File: src/rtl/li_credit_source.sv
// rtl/li_credit_source.sv - credit-gated arithmetic sample source with run/pause/done control
module li_credit_source #(
  parameter int DATA_WIDTH = 16,
  parameter int FIFO_ADDR  = 4,
  parameter int NUM_WORDS  = 1024,
  parameter int SEED       = 0,
  parameter int STEP       = 1
) (
  input  logic                  clock,
  input  logic                  reset,
  input  logic                  i_start,
  input  logic                  i_pause,
  input  logic                  i_li_feedback,
  output logic [DATA_WIDTH-1:0] o_data,
  output logic                  o_valid,
  output logic                  o_done,
  output logic [31:0]           o_count,
  output logic [FIFO_ADDR:0]    o_credits,
  output logic                  o_credit_err
);

  typedef enum logic [1:0] {
    ST_IDLE = 2'd0,
    ST_RUN  = 2'd1,
    ST_DONE = 2'd2
  } state_t;

  localparam logic [DATA_WIDTH-1:0] SEED_V      = DATA_WIDTH'(SEED);
  localparam logic [DATA_WIDTH-1:0] STEP_V      = DATA_WIDTH'(STEP);
  localparam bit                    RUN_FOREVER = (NUM_WORDS == 0);
  localparam logic [31:0]           LAST_IDX    = 32'(NUM_WORDS - 1);
  localparam logic [FIFO_ADDR:0]    MAX_CREDITS = {1'b1, {FIFO_ADDR{1'b0}}};

  state_t                  state_q;
  state_t                  state_d;
  logic                    rst_meta;
  logic                    rst_sync;
  logic                    active;
  logic                    issue;
  logic                    run_entry;
  logic                    credit_ret;
  logic [DATA_WIDTH-1:0]   value_q;

  // Two-flop synchroniser on reset release; logic stays frozen until it reports ready
  always_ff @(posedge clock or negedge reset) begin
    if (!reset) begin
      rst_meta <= 1'b0;
      rst_sync <= 1'b0;
    end else begin
      rst_meta <= 1'b1;
      rst_sync <= rst_meta;
    end
  end

  assign active     = rst_sync;
  assign credit_ret = active & i_li_feedback;

  // State register
  always_ff @(posedge clock or negedge reset) begin
    if (!reset) begin
      state_q <= ST_IDLE;
    end else begin
      state_q <= state_d;
    end
  end

  // Next state, issue decision and run-entry strobe
  always_comb begin
    state_d   = state_q;
    issue     = 1'b0;
    run_entry = 1'b0;
    if (active) begin
      case (state_q)
        ST_IDLE, ST_DONE: begin
          if (i_start) begin
            state_d   = ST_RUN;
            run_entry = 1'b1;
          end
        end
        ST_RUN: begin
          // Issue uses the credit count as it stood before this edge
          if ((o_credits != '0) && !i_pause) begin
            issue = 1'b1;
            if (!RUN_FOREVER && (o_count == LAST_IDX)) begin
              state_d = ST_DONE;
            end
          end
        end
        default: state_d = ST_IDLE;
      endcase
    end
  end

  assign o_done = (state_q == ST_DONE);

  // Word generation: register the current value and advance the sequence pointer
  always_ff @(posedge clock or negedge reset) begin
    if (!reset) begin
      o_valid <= 1'b0;
      o_data  <= '0;
      o_count <= '0;
      value_q <= SEED_V;
    end else begin
      o_valid <= issue;
      if (run_entry) begin
        o_count <= '0;
        value_q <= SEED_V;
      end else if (issue) begin
        o_data  <= value_q;
        value_q <= value_q + STEP_V;
        if (o_count != 32'hFFFF_FFFF) begin
          o_count <= o_count + 32'd1;
        end
      end
    end
  end

  // Credit accounting: spend on issue, refill on return, flag returns beyond capacity
  always_ff @(posedge clock or negedge reset) begin
    if (!reset) begin
      o_credits    <= MAX_CREDITS;
      o_credit_err <= 1'b0;
    end else begin
      case ({issue, credit_ret})
        2'b10: o_credits <= o_credits - 1'b1;
        2'b01: begin
          if (o_credits == MAX_CREDITS) begin
            o_credit_err <= 1'b1;
          end else begin
            o_credits <= o_credits + 1'b1;
          end
        end
        default: o_credits <= o_credits;
      endcase
    end
  end

endmodule
File: config.mk
export PLATFORM = sky130hd
export DESIGN_NAME = li_credit_source
export DESIGN_NICKNAME = d
export VERILOG_FILES = /design/src/rtl/li_credit_source.sv
export SDC_FILE = /design/constraint.sdc
export NUM_CORES = 1
export LEC_CHECK = 0
export ABC_AREA = 1
export CORE_MARGIN = 4
export CORE_UTILIZATION = 35
export DETAILED_ROUTE_END_ITERATION = 7
export SLEW_MARGIN = 20
export SYNTH_ARGS = -nofsm -noshare
export SYNTH_HDL_FRONTEND = slang
export SYNTH_SLANG_ARGS = --single-unit
File: constraint.sdc
create_clock -name clock -period 2.47 [get_ports clock]
set_input_delay 0.3705 -clock clock [delete_from_list [all_inputs] [get_ports clock]]
set_output_delay 0.3705 -clock clock [all_outputs]
set_load 0.005 [all_outputs]
**Yosys cells after proc, flatten, opt, wreduce, memory -nomap -nowiden**

Index checks and enable logic that the tools add are counted.

- Logic and storage cells: 56
- Flip-flop bits (word level): 75
- Input port bits: 5
- Output and inout port bits: 56

- Reductions and logical operators: 13
- Bitwise gates (word level): 2
- Add/sub/neg operators: 4
- Equal/unequal tests: 11
- Muxes and demuxes: 17

Operators with widths:

| cell | number |
|---|---|
| 32-bit 2-to-1 mux | 3 |
| 32-bit by 1-bit adder with 32-bit output (second input constant) | 1 |
| 32-bit by 10-bit == test with 1-bit output (second input constant) | 1 |
| 16-bit 2-to-1 mux | 2 |
| 32-bit inequality test (second input constant) | 1 |
| 16-bit by 1-bit adder with 16-bit output (second input constant) | 1 |
| 5-bit case mux with 2 select lines | 1 |
| 2-bit inequality test (second input constant) | 4 |
| 2-bit AND reduction | 4 |
| 1-bit 2-to-1 mux | 6 |
| 2-bit 2-to-1 mux | 3 |
| 2-bit nonzero test | 3 |
| 5-bit by 1-bit adder with 5-bit output (second input constant) | 1 |
| 5-bit == test (second input constant) | 1 |
| 5-bit 2-to-1 mux | 1 |
| 5-bit nonzero test | 1 |
| 5-bit by 1-bit subtractor with 5-bit output (second input constant) | 1 |
| 2-bit by 1-bit == test with 1-bit output (second input constant) | 2 |
| 2-bit == test (second input constant) | 2 |
| 2-bit case mux with 2 select lines | 1 |
| 4-bit AND reduction | 1 |
| 2-bit logical NOT | 1 |
| 2-bit OR reduction | 1 |
| 1-bit bitwise AND | 1 |
| other kinds (3) | 3 |

**Depth between registers and ports, before layout**

Gate-level depths: netlist (run 1).

- Depth in word-level cells: 8
- Mapped depth: 13
- Mapped depth without buffers: 13

**Worst setup path before layout (run 1)**

No wires, ideal clock.

- Kind: register to register
- Start point: reg o_credits[4]
- End point: reg o_credits[4]
- Setup slack: 0.471 ns
- Stages on the path, launching flop included: 13
- Period minus slack after synthesis: 1.999 ns
- Data required time: 2.394 ns
- Buffers on the path: 0
- Library setup time: 0.076 ns
- Arrival: 1.923 ns
- Path through: dfstp_2 > inv_1 > nand3_1 > nand3_2 > nand2_1 > inv_1 > fa_1 > nor2_1 > nor2_1 > nand3_1 > nand3_1 > nand2_1 > nand2_1

- Word-level cells in the longest chain between the ends: 8
- Elaborated cells on any way between the ends: 15
- Classes of those cells: add/sub: 2; eq/ne: 4; mux: 5; reduce/logical: 4

RTL lines:

| item | line | RTL |
|---|---|---|
| start, declared | 18 | `output logic [FIFO_ADDR:0] o_credits,` |
| start signal, assigned | 125 | `2'b10: o_credits <= o_credits - 1'b1;` |
| start signal, assigned | 130 | `o_credits <= o_credits + 1'b1;` |
| start signal, assigned | 133 | `default: o_credits <= o_credits;` |
| 5-bit nonzero test | 82 | `if ((o_credits != '0) && !i_pause) begin` |
| 1-bit logical AND | 82 |  |
| 1-bit 2-to-1 mux | 82 |  |
| 1-bit 2-to-1 mux | 73 | `case (state_q)` |
| 1-bit 2-to-1 mux | 72 | `if (active) begin` |
| 2-bit by 1-bit == test with 1-bit output / 2-bit == test (equally long branches) | 124 | `case ({issue, credit_ret})` |
| 2-bit inequality test (no source line) / 2-bit nonzero test (equally long branches) | n/a |  |
| 2-bit AND reduction (no source line) | n/a |  |

Parallel ways exist; a longest one is shown, timed or not. The select of a mux whose other input is x is not followed.
A chain may end at the register's enable or synchronous reset.

**Final worst setup path (run 1)**

- Start point: reg rst_sync (netlist: active)
- End point: reg o_credits[4]

- Word-level cells in the longest chain between the ends: 4
- Elaborated cells on any way between the ends: 8
- Classes of those cells: eq/ne: 3; mux: 2; bitwise: 1; reduce/logical: 2

RTL lines:

| item | line | RTL |
|---|---|---|
| start, declared | 37 | `logic rst_sync;` |
| start signal, assigned | 51 | `rst_sync <= rst_meta;` |
| 1-bit bitwise AND / 1-bit 2-to-1 mux (equally long branches) | 56, 72 |  |
| 2-bit by 1-bit == test with 1-bit output / 2-bit == test (equally long branches) | 124 |  |
| 2-bit inequality test (no source line) / 2-bit nonzero test (equally long branches) | n/a |  |
| 2-bit AND reduction (no source line) | n/a |  |

Parallel ways exist; a longest one is shown, timed or not.

==> results of run 1 <==
## area by class of cell
type | instances | area, um2
multi-input combinational | 476 | 2240
clock inverter | 6 | 72.6
timing repair buffer | 68 | 683
sequential | 75 | 1880
inverter | 51 | 191
tap | 168 | 210
clock buffer | 10 | 229
fill | 1223 | 6650
## power by group
group	leakage, nW	switching, mW	total (mW)	internal, mW
clock network	0.144	0.542	1.33	0.793
logic	1.29	0.427	0.858	0.431
registers	0.994	0.212	1.63	1.42
total	2.43	1.18	3.82	2.64
## metal layers
layer,global-route usage,vias to the layer above
li1,-,2099
met1,0.228,1923
met2,0.262,100
met3,0.0346,19
met4,0.0482,0
met5,0,-
## synthesized netlist by cell type, types with 2 or more instances
cell,n
nor3_1,4
inv_2,2
nand2_4,2
inv_1,49
a21oi_1,11
dfrtp_1,74
nand3_1,64
o21ai_2,17
nor2_1,98
nand4_1,6
o21ai_0,24
ha_1,6
nand3_2,2
or2_2,3
nor2_2,2
clkbuf_1,5
o21bai_1,5
buf_2,5
xor2_1,10
nand2_1,206
xnor2_1,2
buf_6,2
o21ai_1,8
## how the worst max path moves through the flow
stage                        end  slack [ps]  depth (start not counted)          start
floorplan           o_credits[4]         470                         12   o_credits[4]
CTS                 o_credits[4]         360                         13         active
global route        o_credits[4]         190                         13         active
detailed placement  o_credits[4]         200                         13  i_li_feedback
global placement    o_credits[4]         320                         12        i_pause
finish              o_credits[4]         370                         13         active
## critical path, stage by stage (launching register included)
cell     delay (ps)
dfrtp_1         420
nand2_1         120
nor2_2          180
nand3_2         110
nand2_1         210
inv_1            90
fa_1            400
nor2_1          120
nor2_1           60
inv_1            50
nand2_1          60
nand3_1         100
nand2_1          60
nand2_1          60
## logic make-up after synthesis
| group | synth area share |
|---|---|
| AOI/OAI and AO/OA | 0.0910 |
| xor gates and xnor gates | 0.0238 |
| adders and majority gates | 0.0215 |
| buffers and inverters | 0.0663 |
| DFF | 0.425 |
| other | 0.000850 |
| and+or+nand+nor | 0.371 |
## sequential cells by signal, summed over array words and instances, names as in the netlist
register      cells
o_count          32
o_data           16
value_q          16
o_credits         5
state_q           2
active            1
o_credit_err      1
o_valid           1
rst_meta          1
==> summary.md, run 1 <==
| Metric | Value |
|---|---|
| Post-route setup slack | ~370 ps |
| Placed cell count | 838 |
| Part of the Yosys area used for sequential elements | 0.425 |
| Worst R2R Setup Slack | ~370 ps |
| Tightest Hold Check Type | in -> async |
| Final Hold Viols | 0 |
| Syn Nets | about 630 |
| DP Area | roughly 5200 um2 |
| Crit Path Class | reg -> reg |
| DRC Markers | 0 |
| Clock Skews | roughly 4.6 ps |
| Core box area | 12,200 um2 |
| Outcome | finished clean |
| Syn Inst Count | 616 |
| DIE WIDTH | 120 um |
| R2r endpoint | o_credits[4] |
| Layout area overhead | 24.8% |
| Top post-synthesis cells by area | dfrtp_1 (42%), nand2_1 (18%), nor2_1 (8.3%), nand3_1 (7.3%), inv_1 (4.2%) |
| Initial drt markers | 327 |
| Root Driver | clkbuf_16 |
| Ys Warns | 0 |
| Vias | a little over 4,000 |
| Mapped cell area | around 4400 um2 |
| Post-placement setup slack | 203 ps |
| WHS | approximately 170 ps |
| Largest net degree at the start of global routing | between 70 and 80 |
| N_diodes | 0 |
| Fin nets | 693 |
| Headroom to the max-slew limit | 0.363 |
| R2R depth | 13 |
| HPWL Detailed | approximately 8400 um |
| Total Routed Length | about 11,000 um |
| Final worst-path cycle share | 0.850 |
| Final GP Congestion | around 0.9 |
| Die Height | ~120 um |
| Clk_lat worst skew | between 300 and 400 ps |
| Util after Layout | 0.453 |
| Initial Util | 0.363 |
| Yosys cell types | 32 |
| Async set-reset flop share out of synthesis | 1.00 |
| Met2 wire len | about 5200 um |
| Post-synthesis average cell area | between 7 and 8 um2 |
| Grt ovf | 0 |
| CP max FO | 7 |
| Number of synthesized flops with an enable pin | 0 |
| Commonest cells after routing, fill and taps aside | nand2_1 (206), nor2_1 (98), dfrtp_1 (74), nand3_1 (64), clkdlybuf4s50_1 (59) |
| Vias per cell | 4.85 |
| Clk slew on worst S/H paths | around 60 ps |
| Vias in the first global route | slightly below 4,000 |
| Top layer in use | met4 |
| Layout Cells excl Fill | roughly 850 |
| Fmax | between 0.4 and 0.5 GHz |
| Cell row count | 40 |
| Die area | roughly 14,000 um2 |
| Final instance area | 5510 um2 |
| Max IR drop VDD | 0.000415 V |
| Post-route ant nets | 0 |
| Setup violations, final | 0 |
| Postcts setup bufs | 0 |
| RSZ-0062 raised after global routing | no |
| DR WL/cell | 13.2 um |
| CTS tree | built |
| Final-report max-slew violation count | 0 |
| CTS Hold Bufs | 0 |
| Reg-to-reg startpoint | active |
| Leading area contributor after synthesis | dfrtp_1 |
| Worst-Margin Slew | 955 ps |
| PortBufs | 60 |
| Worst Path Required | 2750 ps |
| IO Pins | 61 |
| WL met1 | approximately 5300 um |
| DRT Pass-1 Iters | 6 |
| Yosys reg bits | 75 |
| Tot GR Track Use | 0.165 |
| Tmin final | between 2000 and 2500 ps |
| Post-CTS sizing | 0 |
| Share of cells above drive strength 1 | 0.0816 |
| Most common cell after layout, fill and taps aside | nand2_1 |
| Clk buf depth | 2 |
| Synth top area share | 0.420 |
| Total of max-cap violations | 0 |
| PwrDens | slightly below 700 nW/um2 |
| Pleak | around 2.4 nW |
| Power Total | ~3.8 mW |
| CTS Buf Count | 9 |
| Worst EP arrival | ~2400 ps |
| Top FF cell, synth | dfrtp_1 |
| Antenna violations before repair | 0 |
| H-tree depth | 3 |
| Sink Count | 75 |
| Worst setup EP type | flop |
| First-pass GRT wire length | slightly below 20,000 um |
| Metal3 WL | 523 um |
| CP startpoint kind | flop |
| Setup Total Neg Slack | 0 ps |
(Power assumes the default switching activity.)
==> inputs of run 2 (changes only) <==
--- a/constraint.sdc
+++ b/constraint.sdc
@@ -3,2 +3,2 @@
 set_output_delay 0.3705 -clock clock [all_outputs]
-set_load 0.005 [all_outputs]
+set_load 0.01 [all_outputs]
==> results of run 2 <==
Same layout as run 1 (identical final DEF). Status: finished clean.
Main changes from that run: total power 3.82 mW -> 3.87 mW; worst IR drop on VDD 0.000415 V -> 0.000425 V
